File: src/rtl/video_pkg.sv
// video_pkg: shared frame geometry, RGB555 pixel and stream-beat types.
// beat_t carries the start-of-frame bit only when BRAM2AXIS_SOF_EN is defined.
package video_pkg;
   localparam int H_ACTIVE = 640;
   localparam int V_ACTIVE = 480;
   localparam int FRAME_PIX = H_ACTIVE * V_ACTIVE;
   localparam int ADDR_W = 19;
   localparam int PIX_W = 15;
   typedef logic [PIX_W-1:0] pixel_t;
   typedef struct packed {
      pixel_t data;
      logic last;
`ifdef BRAM2AXIS_SOF_EN
      logic sof;
`endif
   } beat_t;
endpackage

File: src/rtl/axis_skid_fifo.sv
// axis_skid_fifo: 2-entry FIFO of beat_t with occupancy count.
// Push and pop in the same cycle are allowed and leave the count unchanged.
module axis_skid_fifo
   import video_pkg::*;
(
   input  logic       clk,
   input  logic       rst_n,
   input  logic       push,
   input  beat_t      din,
   input  logic       pop,
   output beat_t      dout,
   output logic [1:0] count
);
   beat_t mem_q [2];
   beat_t mem_d [2];
   logic rd_ptr_q, rd_ptr_d, wr_ptr_q, wr_ptr_d;
   logic [1:0] count_q, count_d;
   logic do_push, do_pop;
   always_comb begin
      do_pop = pop && count_q != 2'd0;
      do_push = push && (count_q != 2'd2 || do_pop);
      mem_d = mem_q;
      if (do_push) mem_d[wr_ptr_q] = din;
      wr_ptr_d = wr_ptr_q ^ do_push;
      rd_ptr_d = rd_ptr_q ^ do_pop;
      count_d = count_q + 2'(do_push) - 2'(do_pop);
   end
   always_ff @(posedge clk or negedge rst_n) begin
      if (!rst_n) begin
         mem_q <= '{default: '0};
         rd_ptr_q <= 1'b0;
         wr_ptr_q <= 1'b0;
         count_q <= 2'd0;
      end else begin
         mem_q <= mem_d;
         rd_ptr_q <= rd_ptr_d;
         wr_ptr_q <= wr_ptr_d;
         count_q <= count_d;
      end
   end
   assign dout = mem_q[rd_ptr_q];
   assign count = count_q;
endmodule

File: src/rtl/bram2axis.sv
// bram2axis: walks one frame of BRAM on start and streams it as AXI4-Stream with TLAST per line.
// Defining BRAM2AXIS_SOF_EN adds m_tuser, high on the first beat of each frame.
module bram2axis
   import video_pkg::*;
#(
   parameter int H_ACTIVE = video_pkg::H_ACTIVE,
   parameter int V_ACTIVE = video_pkg::V_ACTIVE,
   parameter int ADDR_W = video_pkg::ADDR_W
) (
   input  logic              clk,
   input  logic              RESETn,
   input  logic              start,
   output logic              busy,
   output logic              done,
   output logic              rd_en,
   output logic [ADDR_W-1:0] rd_addr,
   input  pixel_t            rd_data,
   output logic [15:0]       m_tdata,
   output logic              m_tvalid,
   input  logic              m_tready,
`ifdef BRAM2AXIS_SOF_EN
   output logic              m_tuser,
`endif
   output logic              m_tlast
);
   localparam int XW = $clog2(H_ACTIVE);
   localparam int YW = $clog2(V_ACTIVE);
   typedef enum logic [1:0] {IDLE, FETCH, DRAIN} state_t;
   state_t state_q, state_d;
   logic [ADDR_W-1:0] addr_q, addr_d;
   logic [XW-1:0] x_q, x_d;
   logic [YW-1:0] y_q, y_d;
   logic inflight_q, last_q, done_q, done_d;
   logic pop, x_end, fin;
   logic [1:0] count;
   beat_t din, head;
`ifdef BRAM2AXIS_SOF_EN
   logic sof_q;
`endif
   // Credit counts the beat leaving this cycle so a steady stream never bubbles.
   always_comb begin
      pop = m_tvalid && m_tready;
      x_end = x_q == XW'(H_ACTIVE - 1);
      fin = x_end && y_q == YW'(V_ACTIVE - 1);
      rd_en = state_q == FETCH && ({1'b0, count} + 3'(inflight_q)) < (3'd2 + 3'(pop));
      state_d = state_q;
      addr_d = addr_q;
      x_d = x_q;
      y_d = y_q;
      done_d = 1'b0;
      case (state_q)
         IDLE: if (start) begin
            state_d = FETCH;
            addr_d = '0;
            x_d = '0;
            y_d = '0;
         end
         FETCH: if (rd_en) begin
            addr_d = fin ? addr_q : addr_q + 1'b1;
            x_d = x_end ? '0 : x_q + 1'b1;
            y_d = x_end ? y_q + 1'b1 : y_q;
            state_d = fin ? DRAIN : FETCH;
         end
         DRAIN: begin
            done_d = pop && count == 2'd1 && !inflight_q;
            state_d = done_q ? IDLE : DRAIN;
         end
         default: state_d = IDLE;
      endcase
   end
   always_ff @(posedge clk or negedge RESETn) begin
      if (!RESETn) begin
         state_q <= IDLE;
         addr_q <= '0;
         x_q <= '0;
         y_q <= '0;
         inflight_q <= 1'b0;
         last_q <= 1'b0;
         done_q <= 1'b0;
`ifdef BRAM2AXIS_SOF_EN
         sof_q <= 1'b0;
`endif
      end else begin
         state_q <= state_d;
         addr_q <= addr_d;
         x_q <= x_d;
         y_q <= y_d;
         inflight_q <= rd_en;
         last_q <= x_end;
         done_q <= done_d;
`ifdef BRAM2AXIS_SOF_EN
         sof_q <= addr_q == '0;
`endif
      end
   end
   always_comb begin
      din.data = rd_data;
      din.last = last_q;
`ifdef BRAM2AXIS_SOF_EN
      din.sof = sof_q;
`endif
   end
   axis_skid_fifo u_fifo (
      .clk   (clk),
      .rst_n (RESETn),
      .push  (inflight_q),
      .din   (din),
      .pop   (pop),
      .dout  (head),
      .count (count)
   );
   assign busy = state_q != IDLE;
   assign done = done_q;
   assign rd_addr = addr_q;
   assign m_tvalid = count != 2'd0;
   assign m_tdata = {1'b0, head.data};
   assign m_tlast = head.last;
`ifdef BRAM2AXIS_SOF_EN
   assign m_tuser = head.sof;
`endif
endmodule

File: config.mk
export PLATFORM = sky130hd
export DESIGN_NAME = bram2axis
export DESIGN_NICKNAME = d
export VERILOG_FILES = /design/src/rtl/video_pkg.sv /design/src/rtl/axis_skid_fifo.sv /design/src/rtl/bram2axis.sv
export SDC_FILE = /design/constraint.sdc
export NUM_CORES = 1
export LEC_CHECK = 0
export BUFFER_PORTS_ARGS = -buffer_cell sky130_fd_sc_hd__buf_4
export CAP_MARGIN = 20
export CORE_MARGIN = 2
export CORE_UTILIZATION = 33
export CTS_CLUSTER_SIZE = 20
export DETAILED_ROUTE_END_ITERATION = 10
export PLACE_DENSITY_LB_ADDON = 0.15
export REMOVE_ABC_BUFFERS = 1
export SETUP_SLACK_MARGIN = 0.05
export SYNTH_ARGS = -nofsm -noshare
export SYNTH_HDL_FRONTEND = slang
export SYNTH_SLANG_ARGS = --single-unit
File: constraint.sdc
create_clock -name clk -period 2.16 [get_ports clk]
set_clock_uncertainty 0.15 [all_clocks]
set_input_delay 0.54 -clock clk [delete_from_list [all_inputs] [get_ports clk]]
set_output_delay 0.54 -clock clk [all_outputs]
set_load 0.05 [all_outputs]
# Word level (Yosys, flattened, before mapping)
# Cells that the tools add are included.
[totals]
output_inout_bits = 40
word_cells = 81
register_bits = 79
input_bits = 19
[op_classes]
n_reduce_logical = 18
mux = 24
eq_ne = 10
addsub = 7
order_cmp = 4
n_bitwise = 4
[op_table]
columns = ["cell", "count"]
rows = [
  ["two-way mux 16 bit", 4],
  ["two-way mux 19 bit", 3],
  ["one-hot mux 19 bit (2 select lines)", 1],
  ["bitwise mux 32 bit", 1],
  ["two-way mux 10 bit", 3],
  ["two-way mux 9 bit", 3],
  ["one-hot mux 10 bit (2 select lines)", 1],
  ["adder 19 x 1 -> 19 bit, second input constant", 1],
  ["one-hot mux 9 bit (2 select lines)", 1],
  ["demux 16 bit (select 1 bit)", 1],
  ["adder 10 x 1 -> 10 bit, second input constant", 1],
  ["equality test 10 bit, second input constant", 1],
  ["inequality test 2 bit, second input constant", 5],
  ["adder 9 x 1 -> 9 bit, second input constant", 1],
  ["equality test 9 bit, second input constant", 1],
  ["logical AND 1 bit", 8],
  ["two-way mux 2 bit", 4],
  ["AND reduction 4 bit", 2],
  ["one-hot mux 2 bit (3 select lines)", 1],
  ["nonzero test 2 bit", 3],
  ["equality test 2 x 1 -> 1 bit, second input constant", 2],
  ["greater-or-equal comparator 2 bit, second input constant", 2],
  ["NOT 1 -> 2 bit", 2],
  ["adder 2 x 1 -> 3 bit", 1],
  ["13 further kinds", 14],
]

# Logic depth before layout (Yosys ltp)
# Gate-level depths: netlist (run 1).
[depth]
word_depth = 7
mapped_depth = 7
depth_no_buf = 7

# Modules after synthesis
# Synthesis (run 1) repeated with hierarchy kept, for this count alone.
[unflattened]
hier_cells = 370
hier_area_um2 = 4192.8
[modules_own_cells]
columns = ["module", "cells_each", "area_each_um2", "seq_area_each_um2", "n_inst"]
rows = [
  ["bram2axis", 266, 2433.6, 1076.0, 1],
  ["axis_skid_fifo", 104, 1759.2, 900.9, 1],
]

# Worst setup path after synthesis (run 1)
# Ideal clock, no wire load.
[synth_timing]
path_type = "in2reg"
start = "input port m_tready"
end = "register u_fifo.mem_q[10] (netlist bit)"
path_slack_ps = -126
cell_stages = 6
arrival_time_ps = 2011
n_path_buf = 2
setup_ps = 125
t_required_ps = 1885
path_cell_list = "nor2_1 > a21boi_0 > ha_1 > clkbuf_1 > clkbuf_1 > mux2_2"
[synth_via]
elab_chain_len = 4
[synth_rtl]
columns = ["item", "line_no", "rtl"]
rows = [
  ["start: declaration", "bram2axis.sv:20", "input logic m_tready,"],
  ["logical AND 1 bit", "bram2axis.sv:42", "pop = m_tvalid && m_tready;"],
  ["logical AND 1 bit", "axis_skid_fifo.sv:20", "do_pop = pop && count_q != 2'd0;"],
  ["logical OR 1 bit", "axis_skid_fifo.sv:21", "do_push = push && (count_q != 2'd2 || do_pop);"],
  ["logical AND 1 bit", "axis_skid_fifo.sv:21", ""],
  ["end signal: assignment", "axis_skid_fifo.sv:35", "mem_q <= mem_d;"],
  ["end: declaration", "axis_skid_fifo.sv:14", "beat_t mem_q [2];"],
]
# No other way between the ends.
# A chain may end at the register's enable or synchronous reset.

# Worst setup path after layout (run 1)
[layout_timing]
start = "register inflight_q"
end = "output port rd_en"
[layout_via]
elab_chain_len = 3
[layout_rtl]
columns = ["item", "line_no", "rtl"]
rows = [
  ["start: declaration", "bram2axis.sv:33", "logic inflight_q, last_q, done_q, done_d;"],
  ["start signal: assignment", "bram2axis.sv:88", "inflight_q <= rd_en;"],
  ["adder 2 x 1 -> 3 bit", "bram2axis.sv:45", "rd_en = state_q == FETCH && ({1'b0, count} + 3'(inflight_q)) < (3'd2 + 3'(pop));"],
  ["less-than comparator 3 bit", "bram2axis.sv:45", ""],
  ["logical AND 1 bit", "bram2axis.sv:45", ""],
  ["end: declaration", "bram2axis.sv:15", "output logic rd_en,"],
]
# No other way between the ends.

==> results of run 1 <==
-- synthesized netlist by cell type (all sizes together) --
cell type	number
clkbuf	10
inv	9
a21oi	8
o21a	4
nor3b	3
nor2	20
nand4b	3
nand2b	1
o2bb2ai	1
o221ai	1
a2bb2oi	1
a21o	2
or3	1
nand2	26
o21ai	29
o21ba	1
buf	10
nand4	9
and2	2
mux2	49
dfrtp	79
o31ai	18
and4	2
ha	9
nor3	4
o32ai	1
nor2b	1
a31oi	22
a21boi	2
nand3	28
nor4	2
a32o	1
conb	1
and3	5
xnor2	3
or2	1
a41oi	5
-- per-stage QoR --
step	util	power [mW]	worst slack (ps)
3_5_place_dp	0.409	6.50	22.5
4_1_cts	0.451	8.59	-84.8
6_report	0.487	9.25	-79.7
5_1_grt	0.487	9.79	-135
2_1_floorplan	-	4.85	-439
3_3_place_gp	0.409	6.46	80.8
-- final timing paths --
check / slack (ps) / cells after the start / end / startpoint
max: -80 / 5 / rd_en / inflight_q$_DFF_PN0_
min: 80 / 2 / u_fifo.mem_q[18]$_DFFE_PN0P_ / RESETn
max reg2reg: 100 / 9 / y_q[4]$_DFFE_PN0P_ / inflight_q$_DFF_PN0_
min reg2reg: 320 / 1 / x_q[6]$_DFFE_PN0P_ / x_q[6]$_DFFE_PN0P_
max in group asynchronous: 1430 / 2 / u_fifo.count[1]$_DFF_PN0_ / RESETn
min in group clk: 300 / 2 / u_fifo.mem_q[3]$_DFFE_PN0P_ / rd_data[2]
-- final cells by class --
| type | count | area [um^2] | share of cell area |
|---|---|---|---|
| multi-input combinational | 266 | 2240 | 0.387 |
| sequential | 79 | 1980 | 0.341 |
| timing repair buffer | 105 | 1040 | 0.180 |
| clock buffer | 10 | 229 | 0.0395 |
| tap | 147 | 184 | 0.0317 |
| clock inverter | 6 | 85.1 | 0.0147 |
| inverter | 9 | 33.8 | 0.00583 |
-- power groups by stage --
stage          sequential [mW]  combinational [mW]  clock (mW)
2_1_floorplan             2.30                2.55           0
3_5_place_dp              2.20                4.31           0
3_3_place_gp              2.18                4.28           0
4_1_cts                   2.19                4.74        1.66
5_1_grt                   2.28                5.79        1.73
6_report                  2.21                5.44        1.60
-- sequential cells by signal, indices dropped and copies added, names as in the netlist, 2 cells and up --
| name | count |
|---|---|
| u_fifo.mem_q | 32 |
| rd_addr | 19 |
| x_q | 10 |
| y_q | 9 |
| state_q | 2 |
| u_fifo.count | 2 |
-- cell families (layout without fill, tap and decap cells) --
kind of cell    after synthesis  in the layout  synth area share
compound gates               96             96             0.155
xor+xnor                      3              3           0.00657
fa+ha+maj                     9              9            0.0281
buf+inv                      29            130            0.0313
flops                        79             79             0.494
mux                          49             49             0.138
other cells                   1              1          0.000937
simple gates                108            108             0.146
-- metal layers --
| metal | part of all wire | routed length, um | vias to the layer above | GRT usage |
|---|---|---|---|---|
| met2 | 0.48 | 4810 | 91 | 0.255 |
| met1 | 0.46 | 4610 | 1586 | 0.212 |
| met5 | 0 | 0 | - | 0 |
| met4 | 0.017 | 174 | 0 | 0.0780 |
| li1 | - | - | 1600 | - |
| met3 | 0.051 | 517 | 13 | 0.0265 |
-- timing repair --
item                                    in CTS  in global routing
gates resized for setup                     28                 90
gates cloned                                 1                  1
pin swaps                                    2                 16
setup buffers                                5                  4
endpoints found under the setup margin      19                 63
==> results by group, run 1 <==
Routing
  • Vias per cell: 5.29
  • Post-route ant nets: 0
  • Initial DRC count: 117
  • Final routed DRC violation total: 0
  • DR vias: 3290
  • WL/cell: 16.3 um
  • First-pass DRT Iterations: 4
  • Total Routed Length: 10.1 mm

Clock tree
  • CTS tree: done
  • CTS Hold Bufs: 0
  • Clock Latency Late Sink: 330 ps
  • CTS H-Tree Depth: 3
  • Clock Path Buffers: 2
  • Num CTS Buffers: 9
  • Clock root buffer: clkbuf_16
  • TritonCTS Sinks: 79
  • Clock slew at reported path FFs: 60 ps

Yosys
  • Flops & latches, synth: 79
  • Top cells by area, synth: dfrtp_1 (49%), mux2_2 (14%), nand3_1 (3.5%)
  • Synth Area per Inst: 10.7 um^2
  • Post-Syn Area: 4000 um^2
  • Synth unique cells: 46
  • Cells after synthesis: 374
  • Sequential fraction of the synthesis area: 0.494
  • Top cell type's share of synthesized area: 0.494
  • Warnings from Yosys: 0
  • Area leader, netlist: dfrtp_1

Worst hold path
  • Hold Path Class: input port to asynchronous set/reset pin

Critical path
  • CP endpoint kind: output pin
  • CP Launch Type: flop
  • Crit path max-delay cell type: dfrtp_1
  • Max stage delay on crit path: 390 ps
  • Buf+Inv Stages, Crit Path: 1
  • Largest delay share family, worst path: adder cells
  • WP data arrival: 1550 ps
  • Setup Crit Path Kind: flop to output pin
  • Worst-path fanout max: 3
  • CP Cell Sequence: ha_2, ha_4, o21a_1, nor2_4, buf_8
  • Critical Path RT: 1470 ps

Pwr
  • Peak supply drop: 0.689 mV
  • Gate power share: 0.588
  • Pwr Density: 1600 nW/um^2
  • Sequential power share: 0.239
  • Switch share: 0.410
  • Power share of the clock group: 0.173
  • Leak pwr: 2.57 nW
  • P_sw: 3.79 mW
  • P_int: 5.46 mW

Timing
  • Post-route setup slack: -79.7 ps
  • RSZ-0062 raised after global routing: true
  • Setup violations, final: 1
  • Hold Slack: 78.4 ps
  • Tmin final: 2240 ps
  • Final Cycle Share: 1.04
  • Hold Vio Cnt, Final: 0
  • Setup_tns: -79.7 ps
  • Slew Viols, Final: 0
  • Fmax: 446 MHz

Cells and area
  • N_diodes: 0
  • # fillers: 1093
  • Fin area: 5800 um^2
  • Most frequent cells in the layout: dfrtp_1 (77), buf_4 (74), mux2_2 (33), nand2_1 (25), nand3_1 (25)
  • Post-route insts no fill: 622
  • Final #Nets: 498
  • Share of cells above drive strength 1: 0.444
  • Area growth syn-to-layout: 44.9%
  • Commonest non-fill, non-tap cell in the layout: dfrtp_1

Floorplanning
  • I/O pin count: 59
  • Std cell rows: 40
  • Die Width: 114 um
  • Die Y: 114 um
  • Core Box Area: 11900 um^2
  • Initial core utilization: 0.336
  • Area of the die: 13000 um^2

GRT
  • Total Routing Usage GR: 0.160
  • Initial antenna violation count: 0
  • Global-route wire length before repair: 16.4 mm
  • Largest net degree at the start of global routing: 80
  • Vias in the first global route: 3259
  • GRT overflow: 0

Run status
  • Failing checks: setup timing
  • Outcome: finished with violations

Placed design
  • HPWL Detailed: 6.66 mm
  • Port Buffer Count: 57
  • RePlAce Congestion: 0.825
  • Placed cell area: 4880 um^2
  • Cell count after placement: 597

Run
  • Max_cap viols: 0
No activity file was read; power rests on OpenSTA's default activity.
==> run 2, diff against run 1 <==
==> constraint.sdc (replaced) <==
create_clock -name clk -period 2.8 [get_ports clk]
set_clock_uncertainty 0.15 [all_clocks]
set_input_delay 0.7 -clock clk [delete_from_list [all_inputs] [get_ports clk]]
set_output_delay 0.7 -clock clk [all_outputs]
set_load 0.05 [all_outputs]
==> run 2 against run 1 <==
The run now ends clean. Register-to-register slack better by 450 ps. Global-route usage down 0.45 points. First-iteration DRC count fell by 1.7%. Clock power decreased by 19%. Worst setup slack improved by 220 ps. Via count fell by 3.3%. Sequential share of layout area grew 5.5 points. Critical endpoint unchanged. Highest routed layer unchanged. Non-clock buffer count fell by 32. Count of clock-buffer cells in the layout rose by 2.
==> results by group, run 2 (synthesis results as in run 1) <==
Critical path
  • Buf+Inv Stages, Crit Path: 1 (unchanged)
  • Worst reg2reg startpoint: u_fifo.count[0]$_DFF_PN0_
  • Largest delay share family, worst path: adder cells
  • R2R Path End: rd_addr[12]$_DFFE_PN0P_
  • CP endpoint kind: output pin
  • WP data arrival: 1810 ps (+260 ps)
  • Setup Crit Path Kind: flop to output pin
  • Most used cell, CP: ha_1
  • Reg2Reg Setup Slack: 550 ps (+450 ps)
  • Worst-path fanout max: 5 (+2)
  • CP Launch Type: flop
  • Max stage delay on crit path: 430 ps (+40 ps)
  • CP Cell Sequence: ha_1, ha_1, nand2b_1, nor2_2, buf_4
  • Critical Path RT: 1950 ps (+480 ps)
  • Reg2Reg Depth: 8 (-1)
  • Crit path max-delay cell type: dfrtp_1

Clock tree
  • Clock Path Buffers: 2 (unchanged)
  • CTS tree: done
  • CTS H-Tree Depth: 3 (unchanged)
  • Post-CTS Repair Setup Buffers: 0 (-5)
  • TritonCTS Sinks: 79 (unchanged)
  • CTS Hold Bufs: 0 (unchanged)
  • Clock root buffer: clkbuf_16
  • Clock Latency Late Sink: 330 ps (about the same)
  • Num CTS Buffers: 9 (unchanged)
  • Post-CTS sizing: 0 (-100%)
  • Clock slew at reported path FFs: 60 ps (about the same)

Timing
  • Fmax: 376 MHz
  • RSZ-0062 raised after global routing: false
  • Tmin final: 2660 ps
  • Setup violations, final: 0 (-1)
  • Setup_tns: 0 ps (+79.7 ps)
  • Slew Viols, Final: 0 (unchanged)
  • Post-route setup slack: 140 ps (+220 ps)
  • Final Cycle Share: 0.950
  • Rel. slew slack: 0.604
  • Hold Vio Cnt, Final: 0 (unchanged)
  • Measured slew at the worst slew-check pin: 594 ps
  • Hold Slack: 219 ps (+141 ps)

GRT
  • Largest net degree at the start of global routing: 46 (-43%)
  • Global-route wire length before repair: 16.0 mm (-2.6%)
  • GRT overflow: 0 (unchanged)
  • Initial antenna violation count: 0 (unchanged)
  • Total Routing Usage GR: 0.156 (-0.00447)
  • Vias in the first global route: 3117 (-4.4%)

Floorplanning
  • Core Box Area: 11900 um^2 (unchanged)
  • I/O pin count: 59 (unchanged)
  • Initial core utilization: 0.336 (unchanged)
  • Std cell rows: 40 (unchanged)
  • Die Width: 114 um (unchanged)
  • Die Y: 114 um (unchanged)
  • Area of the die: 13000 um^2 (unchanged)

Cells and area
  • Share of cells above drive strength 1: 0.333 (-0.112)
  • Largest register FFs: 32 (unchanged)
  • Biggest register: u_fifo.mem_q
  • # fillers: 1144 (+4.7%)
  • Area growth syn-to-layout: 24.6%
  • Most frequent cells in the layout: dfrtp_1 (79), buf_4 (72), mux2_2 (49), nand3_1 (28), nand2_1 (26)
  • Final #Nets: 466 (-6.4%)
  • Commonest non-fill, non-tap cell in the layout: dfrtp_1
  • N_diodes: 0 (unchanged)

Pwr
  • Pwr Density: 1200 nW/um^2 (-25%)
  • Leak pwr: 2.23 nW (-13%)
  • Peak supply drop: 0.573 mV (-17%)

Placed design
  • RePlAce Congestion: 0.771 (-6.6%)
  • Dpl ws: 404 ps (+382 ps)
  • HPWL Detailed: 6.56 mm (-1.5%)
  • Port Buffer Count: 57 (unchanged)

Run
  • Max_cap viols: 0 (unchanged)

Routing
  • Initial DRC count: 115 (-1.7%)
  • First-pass DRT Iterations: 5 (+1)
  • DR vias: 3183 (-3.3%)
  • WL/cell: 16.5 um (+1.3%)
  • Vias per cell: 5.40 (+2.2%)
  • Total Routed Length: 9.71 mm (-4.0%)
  • Final routed DRC violation total: 0 (unchanged)
  • Post-route ant nets: 0 (unchanged)

Worst hold path
  • Hold Path Class: input port to asynchronous set/reset pin

Run status
  • Outcome: completed
[run 2: layer usage]
| layer | track usage | vias up | share of wire |
|---|---|---|---|
| met5 | 0 | - | 0 |
| met4 | 0.0561 | 0 | 0.015 |
| met3 | 0.0281 | 11 | 0.043 |
| met2 | 0.257 | 77 | 0.47 |
| met1 | 0.206 | 1561 | 0.47 |
| li1 | - | 1534 | - |
[run 2: worst reg2reg max path, delay by kind of cell (launching register included)]
| family | cells | cell delay [ps] |
|---|---|---|
| simple gates | 3 | 490 |
| fa+ha+maj | 2 | 440 |
| flops | 1 | 430 |
| buf+inv | 2 | 420 |
| compound gates | 1 | 240 |
[run 2: area by class of cell]
type / count / area [um^2] / area share
flip-flops and latches: 79 / 1980 / 0.396
clock buffers: 12 / 267 / 0.0535
well taps: 147 / 184 / 0.0369
multi-input cells: 266 / 1900 / 0.381
inverters: 9 / 33.8 / 0.00678
repair buffers: 73 / 561 / 0.112
clock inverters: 3 / 65.1 / 0.0130
[run 2: how the worst max path moves through the flow]
stage | to | depth (start not counted) | startpoint
final | rd_en | 5 | u_fifo.count[0]$_DFF_PN0_
after global placement | rd_en | 5 | m_tready
after floorplan | rd_addr[12]$_DFFE_PN0P_ | 5 | m_tready
after global routing | rd_en | 5 | u_fifo.count[0]$_DFF_PN0_
after CTS | rd_en | 5 | u_fifo.count[0]$_DFF_PN0_
after detailed placement | rd_en | 5 | m_tready
[run 2: power breakdown]
group	leakage [nW]	switching, mW	internal [mW]
sequential	1.01	0.248	1.47
clock	0.165	0.448	0.847
combinational	1.05	1.85	1.12
[run 2: per-stage QoR]
step                       util  instance area (um^2)  instances  total power [mW]
after floorplan               -                  3910        354              3.74
after global placement    0.391                  4650        574              4.69
after detailed placement  0.391                  4650        574              4.74
after CTS                 0.419                  4990        589              6.07
after global routing      0.419                  4990        589              6.35
final                     0.419                  4990        589              5.98
